**src/rtl/ram_access_arbiter_if.sv**
```systemverilog
// Board, core and RAM signals seen by the program-RAM port arbiter.
// The slave modport is the arbiter's view; the master modport is the surrounding board/core.
interface ram_access_arbiter_if #(
    parameter int unsigned ADDR_W = 4,
    parameter int unsigned DATA_W = 8
);
    logic              start;
    logic              load_btn;
    logic [ADDR_W-1:0] sw_addr;
    logic [DATA_W-1:0] sw_data;
    logic [ADDR_W-1:0] cpu_addr;
    logic [DATA_W-1:0] cpu_wdata;
    logic              cpu_we;
    logic              cpu_halt;
    logic [ADDR_W-1:0] ram_addr;
    logic [DATA_W-1:0] ram_wdata;
    logic              ram_we;
    logic              cpu_run;
    logic              cpu_clr;
    logic [1:0]        mode;
    logic [ADDR_W:0]   write_count;

    modport slave (
        input  start, load_btn, sw_addr, sw_data, cpu_addr, cpu_wdata, cpu_we, cpu_halt,
        output ram_addr, ram_wdata, ram_we, cpu_run, cpu_clr, mode, write_count
    );

    modport master (
        output start, load_btn, sw_addr, sw_data, cpu_addr, cpu_wdata, cpu_we, cpu_halt,
        input  ram_addr, ram_wdata, ram_we, cpu_run, cpu_clr, mode, write_count
    );
endinterface

```
**src/rtl/ram_access_arbiter.sv**
```systemverilog
// Grants the program RAM write/address port to the switch loader or the CPU core, sequencing
// load -> run -> halt -> re-program. Debounces the load button into single write pulses.
module ram_access_arbiter #(
    parameter int unsigned ADDR_W          = 4,
    parameter int unsigned DATA_W          = 8,
    parameter int unsigned DEBOUNCE_CYCLES = 4
) (
    input logic                 clk,
    input logic                 reset,
    ram_access_arbiter_if.slave bus
);
    localparam int unsigned CNT_W = (DEBOUNCE_CYCLES > 1) ? $clog2(DEBOUNCE_CYCLES) : 1;
    localparam logic [CNT_W-1:0] CNT_LAST = CNT_W'(DEBOUNCE_CYCLES - 1);
    localparam logic [ADDR_W:0] WCNT_MAX = {1'b1, {ADDR_W{1'b0}}};

    // Encoding doubles as the mode output.
    typedef enum logic [1:0] {
        StLoad   = 2'b00,
        StWrite  = 2'b01,
        StRun    = 2'b10,
        StHalted = 2'b11
    } state_e;

    state_e state_q, state_d;

    logic             sync1_q, sync2_q;
    logic [CNT_W-1:0] stable_q;
    logic             db_q, db_prev_q;
    logic             start_q;
    logic             load_pulse, start_rise;

    logic [ADDR_W-1:0] addr_q;
    logic [DATA_W-1:0] data_q;
    logic [ADDR_W:0]   wcnt_q;
    logic              clr_q;

    assign load_pulse = db_q & ~db_prev_q;
    assign start_rise = bus.start & ~start_q;

    // Synchronize and debounce the load button; register start for edge detection.
    always_ff @(posedge clk) begin
        if (reset) begin
            sync1_q   <= 1'b0;
            sync2_q   <= 1'b0;
            stable_q  <= '0;
            db_q      <= 1'b0;
            db_prev_q <= 1'b0;
            start_q   <= 1'b0;
        end else begin
            sync1_q   <= bus.load_btn;
            sync2_q   <= sync1_q;
            db_prev_q <= db_q;
            start_q   <= bus.start;
            // Count consecutive samples that disagree with the accepted level; any sample
            // matching it means the synced value changed back, so restart the count.
            if (sync2_q == db_q) begin
                stable_q <= '0;
            end else if (stable_q == CNT_LAST) begin
                db_q     <= sync2_q;
                stable_q <= '0;
            end else begin
                stable_q <= stable_q + 1'b1;
            end
        end
    end

    // State register.
    always_ff @(posedge clk) begin
        if (reset) begin
            state_q <= StLoad;
        end else begin
            state_q <= state_d;
        end
    end

    // Next-state logic; start_rise outranks load_pulse wherever both are acted on.
    always_comb begin
        state_d = state_q;
        unique case (state_q)
            StLoad: begin
                if (start_rise) begin
                    state_d = StRun;
                end else if (load_pulse) begin
                    state_d = StWrite;
                end
            end
            StWrite: state_d = StLoad;
            StRun: begin
                if (bus.cpu_halt) begin
                    state_d = StHalted;
                end
            end
            StHalted: begin
                if (start_rise) begin
                    state_d = StRun;
                end else if (load_pulse) begin
                    state_d = StLoad;
                end
            end
            default: state_d = StLoad;
        endcase
    end

    // Loader address/data latch, write counter and the run-entry clear flag.
    always_ff @(posedge clk) begin
        if (reset) begin
            addr_q <= '0;
            data_q <= '0;
            wcnt_q <= '0;
            clr_q  <= 1'b0;
        end else begin
            if (state_q == StLoad && state_d == StWrite) begin
                addr_q <= bus.sw_addr;
                data_q <= bus.sw_data;
            end
            if (state_q == StWrite && wcnt_q != WCNT_MAX) begin
                wcnt_q <= wcnt_q + 1'b1;
            end
            clr_q <= (state_d == StRun) && (state_q != StRun);
        end
    end

    // Output logic: core drives the RAM combinationally only while running.
    always_comb begin
        bus.ram_addr  = addr_q;
        bus.ram_wdata = data_q;
        bus.ram_we    = 1'b0;
        bus.cpu_run   = 1'b0;
        unique case (state_q)
            StWrite: bus.ram_we = 1'b1;
            StRun: begin
                bus.ram_addr  = bus.cpu_addr;
                bus.ram_wdata = bus.cpu_wdata;
                bus.ram_we    = bus.cpu_we;
                bus.cpu_run   = 1'b1;
            end
            default: ;
        endcase
    end

    assign bus.cpu_clr     = clr_q;
    assign bus.mode        = state_q;
    assign bus.write_count = wcnt_q;

endmodule

```
**src/flat_wrapper.sv**
```systemverilog
// flat-port wrapper written by rule: the top's interface ports become plain ports
module ram_access_arbiter_flat 
#(
    parameter int unsigned ADDR_W          = 4,
    parameter int unsigned DATA_W          = 8,
    parameter int unsigned DEBOUNCE_CYCLES = 4
)
  (clk, reset, bus_start, bus_load_btn, bus_sw_addr, bus_sw_data, bus_cpu_addr, bus_cpu_wdata, bus_cpu_we, bus_cpu_halt, bus_ram_addr, bus_ram_wdata, bus_ram_we, bus_cpu_run, bus_cpu_clr, bus_mode, bus_write_count);
  ram_access_arbiter_if #(.ADDR_W(ADDR_W), .DATA_W(DATA_W)) bus_i ();
  input logic clk;
  input logic reset;
  input wire logic [$bits(bus_i.start)-1:0] bus_start;
  input wire logic [$bits(bus_i.load_btn)-1:0] bus_load_btn;
  input wire logic [$bits(bus_i.sw_addr)-1:0] bus_sw_addr;
  input wire logic [$bits(bus_i.sw_data)-1:0] bus_sw_data;
  input wire logic [$bits(bus_i.cpu_addr)-1:0] bus_cpu_addr;
  input wire logic [$bits(bus_i.cpu_wdata)-1:0] bus_cpu_wdata;
  input wire logic [$bits(bus_i.cpu_we)-1:0] bus_cpu_we;
  input wire logic [$bits(bus_i.cpu_halt)-1:0] bus_cpu_halt;
  output wire logic [$bits(bus_i.ram_addr)-1:0] bus_ram_addr;
  output wire logic [$bits(bus_i.ram_wdata)-1:0] bus_ram_wdata;
  output wire logic [$bits(bus_i.ram_we)-1:0] bus_ram_we;
  output wire logic [$bits(bus_i.cpu_run)-1:0] bus_cpu_run;
  output wire logic [$bits(bus_i.cpu_clr)-1:0] bus_cpu_clr;
  output wire logic [$bits(bus_i.mode)-1:0] bus_mode;
  output wire logic [$bits(bus_i.write_count)-1:0] bus_write_count;
  assign bus_i.start = bus_start;
  assign bus_i.load_btn = bus_load_btn;
  assign bus_i.sw_addr = bus_sw_addr;
  assign bus_i.sw_data = bus_sw_data;
  assign bus_i.cpu_addr = bus_cpu_addr;
  assign bus_i.cpu_wdata = bus_cpu_wdata;
  assign bus_i.cpu_we = bus_cpu_we;
  assign bus_i.cpu_halt = bus_cpu_halt;
  assign bus_ram_addr = bus_i.ram_addr;
  assign bus_ram_wdata = bus_i.ram_wdata;
  assign bus_ram_we = bus_i.ram_we;
  assign bus_cpu_run = bus_i.cpu_run;
  assign bus_cpu_clr = bus_i.cpu_clr;
  assign bus_mode = bus_i.mode;
  assign bus_write_count = bus_i.write_count;
  ram_access_arbiter #(.ADDR_W(ADDR_W), .DATA_W(DATA_W), .DEBOUNCE_CYCLES(DEBOUNCE_CYCLES)) u_core (.clk(clk), .reset(reset), .bus(bus_i));
endmodule
```
**config.mk**
```make
export PLATFORM = sky130hd
export DESIGN_NAME = ram_access_arbiter_flat
export DESIGN_NICKNAME = d
export VERILOG_FILES = /design/src/rtl/ram_access_arbiter_if.sv /design/src/rtl/ram_access_arbiter.sv /design/src/flat_wrapper.sv
export SDC_FILE = /design/constraint.sdc
export NUM_CORES = 1
export LEC_CHECK = 0
export ABC_AREA = 1
export BUFFER_PORTS_ARGS = -buffer_cell sky130_fd_sc_hd__clkbuf_2
export CAP_MARGIN = 5
export CORE_UTILIZATION = 40
export CTS_BUF_LIST = sky130_fd_sc_hd__clkbuf_4 sky130_fd_sc_hd__clkbuf_8
export DETAILED_ROUTE_END_ITERATION = 10
export GPL_TIMING_DRIVEN = 0
export PLACE_DENSITY = 0.66
export SYNTH_ARGS = -nofsm -noshare
export SYNTH_HDL_FRONTEND = slang
export SYNTH_SLANG_ARGS = --single-unit
```
**constraint.sdc**
```tcl
create_clock -name clk -period 1.9 [get_ports clk]
set_clock_uncertainty 0.05 [all_clocks]
set_input_delay 0.38 -clock clk [delete_from_list [all_inputs] [get_ports clk]]
set_output_delay 0.38 -clock clk [all_outputs]
set_load 0.03 [all_outputs]
```
==> impl_metrics.yaml, run 1 <==
run_status:
  outcome: "complete, but fails checks"
  violations: "setup timing"
clock_tree:
  clkTransAtPathRegs_ns: 0.10
  cts_root_buf: "clkbuf_8"
  cts_buffers: 3
  htree_num_levels: 1
  numClockSinks: 27
  cts_hold_buf: 0
  cts_tree: "yes"
  clk_latency_ns: 0.28
  clk_path_buf_depth: 2
timing:
  grt_setup_unrepaired: "true"
  slew_viol_final: 0
  fin_crit_sh: 1.00
  finalCriticalPeriod_ns: 1.90
  fmax_ghz: 0.526
  relSlewSlack: 0.708
  final-setup-viol-count: 1
  setup_ws_ns: -0.00226
  finalHoldViolCount: 0
  tightestPinTransition_ns: 0.438
die:
  pin_count: 52
  dieArea_sq_um: 4000
  fp-row-count: 21
  initial_utilization: 0.432
  die_height_um: 63.2
  die_w_um: 63.2
  core_sq_um: 3470
logic_synthesis:
  synth_top_cell_by_area: "dfxtp_1"
  netlist_top_cells_area: "dfxtp_1 36%, inv_1 14%, nand2_1 13%"
  netlist_instances: 226
  synth_area_sq_um: 1500
  synth.area.mux_share: 0
  synth_top_family_by_area: "simple AND/OR/NAND/NOR gates"
  synth_seq_cells: 27
  synthTopCellsByCount: "57 x inv_1, 51 x nand2_1, 27 x dfxtp_1"
  synth_xor_area_frac: 0.0175
  synthAdderAreaFrac: 0.0584
  seq_area_frac_synth: 0.361
  yosysTopAreaCellShare: 0.361
  yosys.area_share.simple: 0.289
  synth-main-ff-cell: "dfxtp_1"
  synth_compound_area_frac: 0.0977
  yosys_warnings: 0
  synthArstFlopShare: 0
  yosys.cell_types.count: 24
  synth_most_common_cell: "inv_1"
  avgSynthCellArea_sq_um: 6.63
  synth-edff-count: 0
  synth_nets: 263
power_and_ir_drop:
  seqPwrFrac: 0.430
  p_leak_uw: 0.00116
  combPwrFrac: 0.322
  switching_share: 0.319
  p_per_area_nw_per_um2: 598
  vdd_ir_drop_max_v: 0.000355
  switchingPower_uw: 436
  power.total_uw: 1370
  pwr-share-clk: 0.249
  internal-power_uw: 930
finish:
  area_growth_pct: 52.5
  drive_gt1_frac: 0.358
  nets: 326
  regArea_sq_um: 548
  fin_cells: 334
  multiInputGateArea_sq_um: 845
  fillers: 323
  n_antenna_cell: 0
critical_path:
  crit_buf_inv: 4
  r2r_end: "u_core.addr_q[0]"
  max_stage_delay_ns: 0.37
  worstReg2RegStart: "u_core.bus.mode[0]"
  critPathSlowestCell: "dfxtp_4"
  cp_cell_sequence: "inv_4 > ha_4 > buf_8 > clkbuf_16 > o21ai_4 > buf_8"
  cp-startpoint: "u_core.bus.mode[0]"
  r2r_setup_slack_ns: 0.16
  path_depth: 6
  r2r_cells: 9
  critPathCaptureType: "primary output"
  cp.arrival_ns: 1.47
  cp_max_fo: 6
  crit_path_start_kind: "register"
  endpoint: "bus_ram_wdata[5]"
  cpMostUsedCell: "buf_8"
  crit_family: "buffers and inverters"
  worstPathRequired_ns: 1.47
  crit_type: "reg2out"
grt:
  grt_max_degree: 17
  grt_usage: 0.196
  antenna_found_initial: 0
  grt_pass1_wl_um: 6150
  grt_pass1_vias: 1434
  grt.overflow.total: 0
placed_design:
  placed_cells: 322
  place_hpwl_um: 2500
  gp_congestion: 0.819
  port_buffers: 50
run:
  cap_violations: 0
drt:
  initialDrtViolationCount: 41
  wl_um: 3810
  drc: 0
  ant_nets: 0
  drt-wirelength-per-cell_um: 11.4
  avgViaCountPerCell: 4.56
  drt_pass1_iterations: 4
  vias: 1524
worst_hold_path:
  hold_class: "in2reg"
[kinds of logic (layout without fill, tap and decap cells)]
family                   Yosys count  count (layout)
AND/OR/NAND/NOR                   95              95
buffers and inverters             67             129
AO/OA/AOI/OAI                     27              27
XOR/XNOR                           3               3
flip-flops                        27              27
adder cells (fa/ha/maj)            7               7
[power groups by stage]
stage | sequential (uW) | combinational (uW) | clock (uW)
floorplan | 612 | 211 | 0
detailed placement | 601 | 308 | 0
finish | 587 | 439 | 340
global route | 589 | 471 | 374
global placement | 600 | 306 | 0
CTS | 587 | 408 | 344
[layout make-up]
cell class | count | area share
Tap cell | 46 | 0.0252
Clock inverter | 1 | 0.00328
Timing Repair Buffer | 58 | 0.204
Clock buffer | 3 | 0.0181
Buffer | 9 | 0.0438
Sequential cell | 27 | 0.240
Inverter | 58 | 0.0963
Multi-Input combinational cell | 132 | 0.369
[per-layer routing]
| layer | vias to the layer above | share of wire | global-route usage |
|---|---|---|---|
| li1 | 805 | - | - |
| met1 | 672 | 0.43 | 0.240 |
| met2 | 41 | 0.50 | 0.341 |
| met3 | 6 | 0.047 | 0.0290 |
| met4 | 0 | 0.019 | 0.0795 |
| met5 | - | 0 | 0 |
[how the worst min path moves through the flow]
| stage | startpoint | to | slack, ns | depth (start not counted) |
|---|---|---|---|---|
| floorplan | u_core.sync1_q | u_core.sync2_q | 0.34 | 2 |
| global route | bus_load_btn | u_core.sync1_q | 0.27 | 3 |
| global placement | u_core.sync1_q | u_core.sync2_q | 0.34 | 2 |
| CTS | bus_start | u_core.start_q | 0.24 | 3 |
| detailed placement | u_core.sync1_q | u_core.sync2_q | 0.35 | 2 |
| finish | bus_start | u_core.start_q | 0.24 | 3 |
[state kept, by name (all words and copies together) (netlist names)]
register / cells
u_core.addr_q: 4
u_core.bus.cpu_clr: 1
u_core.bus.mode: 2
u_core.bus.write_count: 5
u_core.data_q: 8
u_core.db_prev_q: 1
u_core.db_q: 1
u_core.stable_q: 2
u_core.start_q: 1
u_core.sync1_q: 1
u_core.sync2_q: 1
[cells in the final DEF (no fill, tap or decap), drive strengths merged, types with 7 or more instances in the layout]
cell type | Yosys | final
a21oi | 9 | 9
buf | 6 | 22
clkbuf | 3 | 48
dfxtp | 27 | 27
ha | 7 | 7
inv | 58 | 58
nand2 | 54 | 54
nand4 | 14 | 14
nor2 | 21 | 21
o21ai | 15 | 15
[worst reg2reg max path: stages, from the launching register on]
cell and delay [ns]:
dfxtp_4 0.37, inv_4 0.04, buf_4 0.12, ha_1 0.21, or2_2 0.30, nand2_4 0.11, buf_2 0.22, nand4_1 0.11
nand2_1 0.08, nor2_1 0.04
[what timing repair did]
action                                  4_1_cts  5_1_grt
endpoints found under the setup margin       13       13
setup buffers                                 4        1
pin swaps                                     6        4
gates cloned                                  2        1
resized for setup                            37       19
[through the flow]
stage	worst slack (ns)	hold WS, ns	util	instance area, sq um	TNS (ns)
finish	-0.00226	0.242	0.659	2290	-0.00226
global route	-0.0556	0.266	0.659	2290	-0.399
CTS	-0.0245	0.239	0.642	2230	-0.152
detailed placement	-0.0292	0.349	0.558	1930	-0.181
global placement	-0.0214	0.345	0.558	1930	-0.0897
floorplan	0.00380	0.338	-	1630	0
Note: power is estimated with default switching activity, not from simulation.
==> run 2: changes to the inputs <==
--- a/config.mk
+++ b/config.mk
@@ -9,7 +9,7 @@
 export BUFFER_PORTS_ARGS = -buffer_cell sky130_fd_sc_hd__clkbuf_2
 export CAP_MARGIN = 5
 export CORE_UTILIZATION = 40
-export CTS_BUF_LIST = sky130_fd_sc_hd__clkbuf_4 sky130_fd_sc_hd__clkbuf_8
+export CTS_BUF_LIST = sky130_fd_sc_hd__clkbuf_16
 export DETAILED_ROUTE_END_ITERATION = 10
 export GPL_TIMING_DRIVEN = 0
 export PLACE_DENSITY = 0.66
==> run 2 against run 1 <==
  * The run now ends clean
  * Hold slack gained 0.018 ns
  * Worst setup slack gained 0.018 ns
  * Critical path depth grew 1
  * Flip-flop and latch count is the same
  * Routed wire length shrank 2.4%
  * Cell count shrank 0.30%
  * Power grew 10%
  * Largest cell class unchanged
  * Highest routed layer unchanged
==> impl_metrics.yaml, run 2 (same netlist as run 1, synthesis figures left out) <==
run_status:
  outcome: "finished, final reports clean"
timing:
  fin_crit_sh: 0.992
  final-setup-viol-count: 0
  tightestPinTransition_ns: 0.418
  slew_viol_final: 0
  finalHoldViolCount: 0
  finalCriticalPeriod_ns: 1.88
  relSlewSlack: 0.721
  fmax_ghz: 0.531
  holdWs_ns: 0.259
  grt_setup_unrepaired: "true"
clock_tree:
  clkTransAtPathRegs_ns: 0.07
  cts_tree: "yes"
  clk_latency_ns: 0.26
  numClockSinks: 27
  cts_root_buf: "clkbuf_16"
  htree_num_levels: 1
  clk_path_buf_depth: 2
  cts_buffers: 3
  cts_hold_buf: 0
die:
  die_w_um: 63.2
  pin_count: 52
  initial_utilization: 0.432
  die_height_um: 63.2
  fp-row-count: 21
  core_sq_um: 3470
  dieArea_sq_um: 4000
finish:
  final_common_cell: "inv_1"
  n_antenna_cell: 0
  layout_common_cells: "56 x inv_1, 47 x nand2_1, 38 x clkbuf_2"
  regArea_sq_um: 548
  multiInputGateArea_sq_um: 830
  final_area_sq_um: 2290
  largest_register_ffs: 8
  top_register: "u_core.data_q"
  nets: 325
  fin_cells: 333
  fillers: 326
  area_growth_pct: 52.7
  drive_gt1_frac: 0.341
drt:
  drt_pass1_iterations: 4
  vias: 1503
  initialDrtViolationCount: 29
  wl_um: 3710
  ant_nets: 0
  drt-wirelength-per-cell_um: 11.1
  avgViaCountPerCell: 4.51
  drc: 0
placed_design:
  gp_congestion: 0.819
  placed_cells: 322
  port_buffers: 50
  place_hpwl_um: 2500
  placed_area_sq_um: 1930
grt:
  antenna_found_initial: 0
  grt_usage: 0.195
  grt_pass1_vias: 1430
  grt_pass1_wl_um: 6100
  grt.overflow.total: 0
  grt_max_degree: 17
power_and_ir_drop:
  vdd_ir_drop_max_v: 0.000376
  p_leak_uw: 0.00116
  power.total_uw: 1500
  p_per_area_nw_per_um2: 657
critical_path:
  crit_family: "buffers and inverters"
  cpMostUsedCell: "buf_8"
  crit_path_start_kind: "register"
  cp.arrival_ns: 1.45
  crit_type: "reg2out"
  critPathCaptureType: "primary output"
  cp_max_fo: 10
  crit_buf_inv: 4
  max_stage_delay_ns: 0.36
  cp_cell_sequence: "inv_4 > ha_4 > buf_8 > clkbuf_16 > nand2_1 > o21ai_4 > buf_8"
  worstPathRequired_ns: 1.47
  critPathSlowestCell: "dfxtp_4"
run:
  cap_violations: 0
worst_hold_path:
  hold_class: "in2reg"
-- run 2: changes by cell type in the layout (fill, tap and decap cells not counted), sizes merged --
cell / before / now
clkbuf: 48 / 47
-- run 2: tightest hold or removal path, delay by kind of cell --
family	cells	cell delay, ns
buffers and inverters	2	0.12
and+or+nand+nor	1	0.04
-- run 2: routing by layer --
layer  global-route usage  part of all wire
met1                0.234              0.44
met2                0.343              0.50
met3               0.0236             0.035
met4               0.0881             0.018
met5                    0                 0
-- run 2: final cells by class --
class | instances | area share
Clock buffer | 3 | 0.0328
Inverter | 58 | 0.0962
Timing Repair Buffer | 57 | 0.197
Sequential cell | 27 | 0.239
Tap cell | 46 | 0.0252
Buffer | 9 | 0.0437
Clock inverter | 1 | 0.00328
Multi-Input combinational cell | 132 | 0.362
-- run 2: repair_timing --
action / in CTS / in global routing
endpoints found under the setup margin: 13 / 12
pin swaps: 3 / 2
buffers inserted: 4 / 1
gates resized for setup: 35 / 17
gates cloned: 2 / 0
-- run 2: metrics by stage --
step | worst slack [ns] | utilization | TNS [ns]
after floorplan | 0.00380 | - | 0
after global routing | -0.0263 | 0.660 | -0.133
after detailed placement | -0.0292 | 0.558 | -0.181
final | 0.0153 | 0.660 | 0
after CTS | 0.000820 | 0.648 | 0
after global placement | -0.0214 | 0.558 | -0.0897
-- run 2: power breakdown --
group / internal, uW / leakage (uW) / switching, uW
Clock: 287 / 0.0000371 / 208
Combinational: 195 / 0.000900 / 228
Sequential: 578 / 0.000220 / 9.03
-- run 2: path summary, 6_finish.rpt --
check | from | to | slack, ns | depth (start not counted)
min reg2reg | u_core.sync1_q | u_core.sync2_q | 0.35 | 2
min | bus_load_btn | u_core.sync1_q | 0.26 | 3
max reg2reg | u_core.bus.mode[0] | u_core.addr_q[0] | 0.18 | 9
max | u_core.bus.mode[0] | bus_ram_wdata[4] | 0.02 | 7
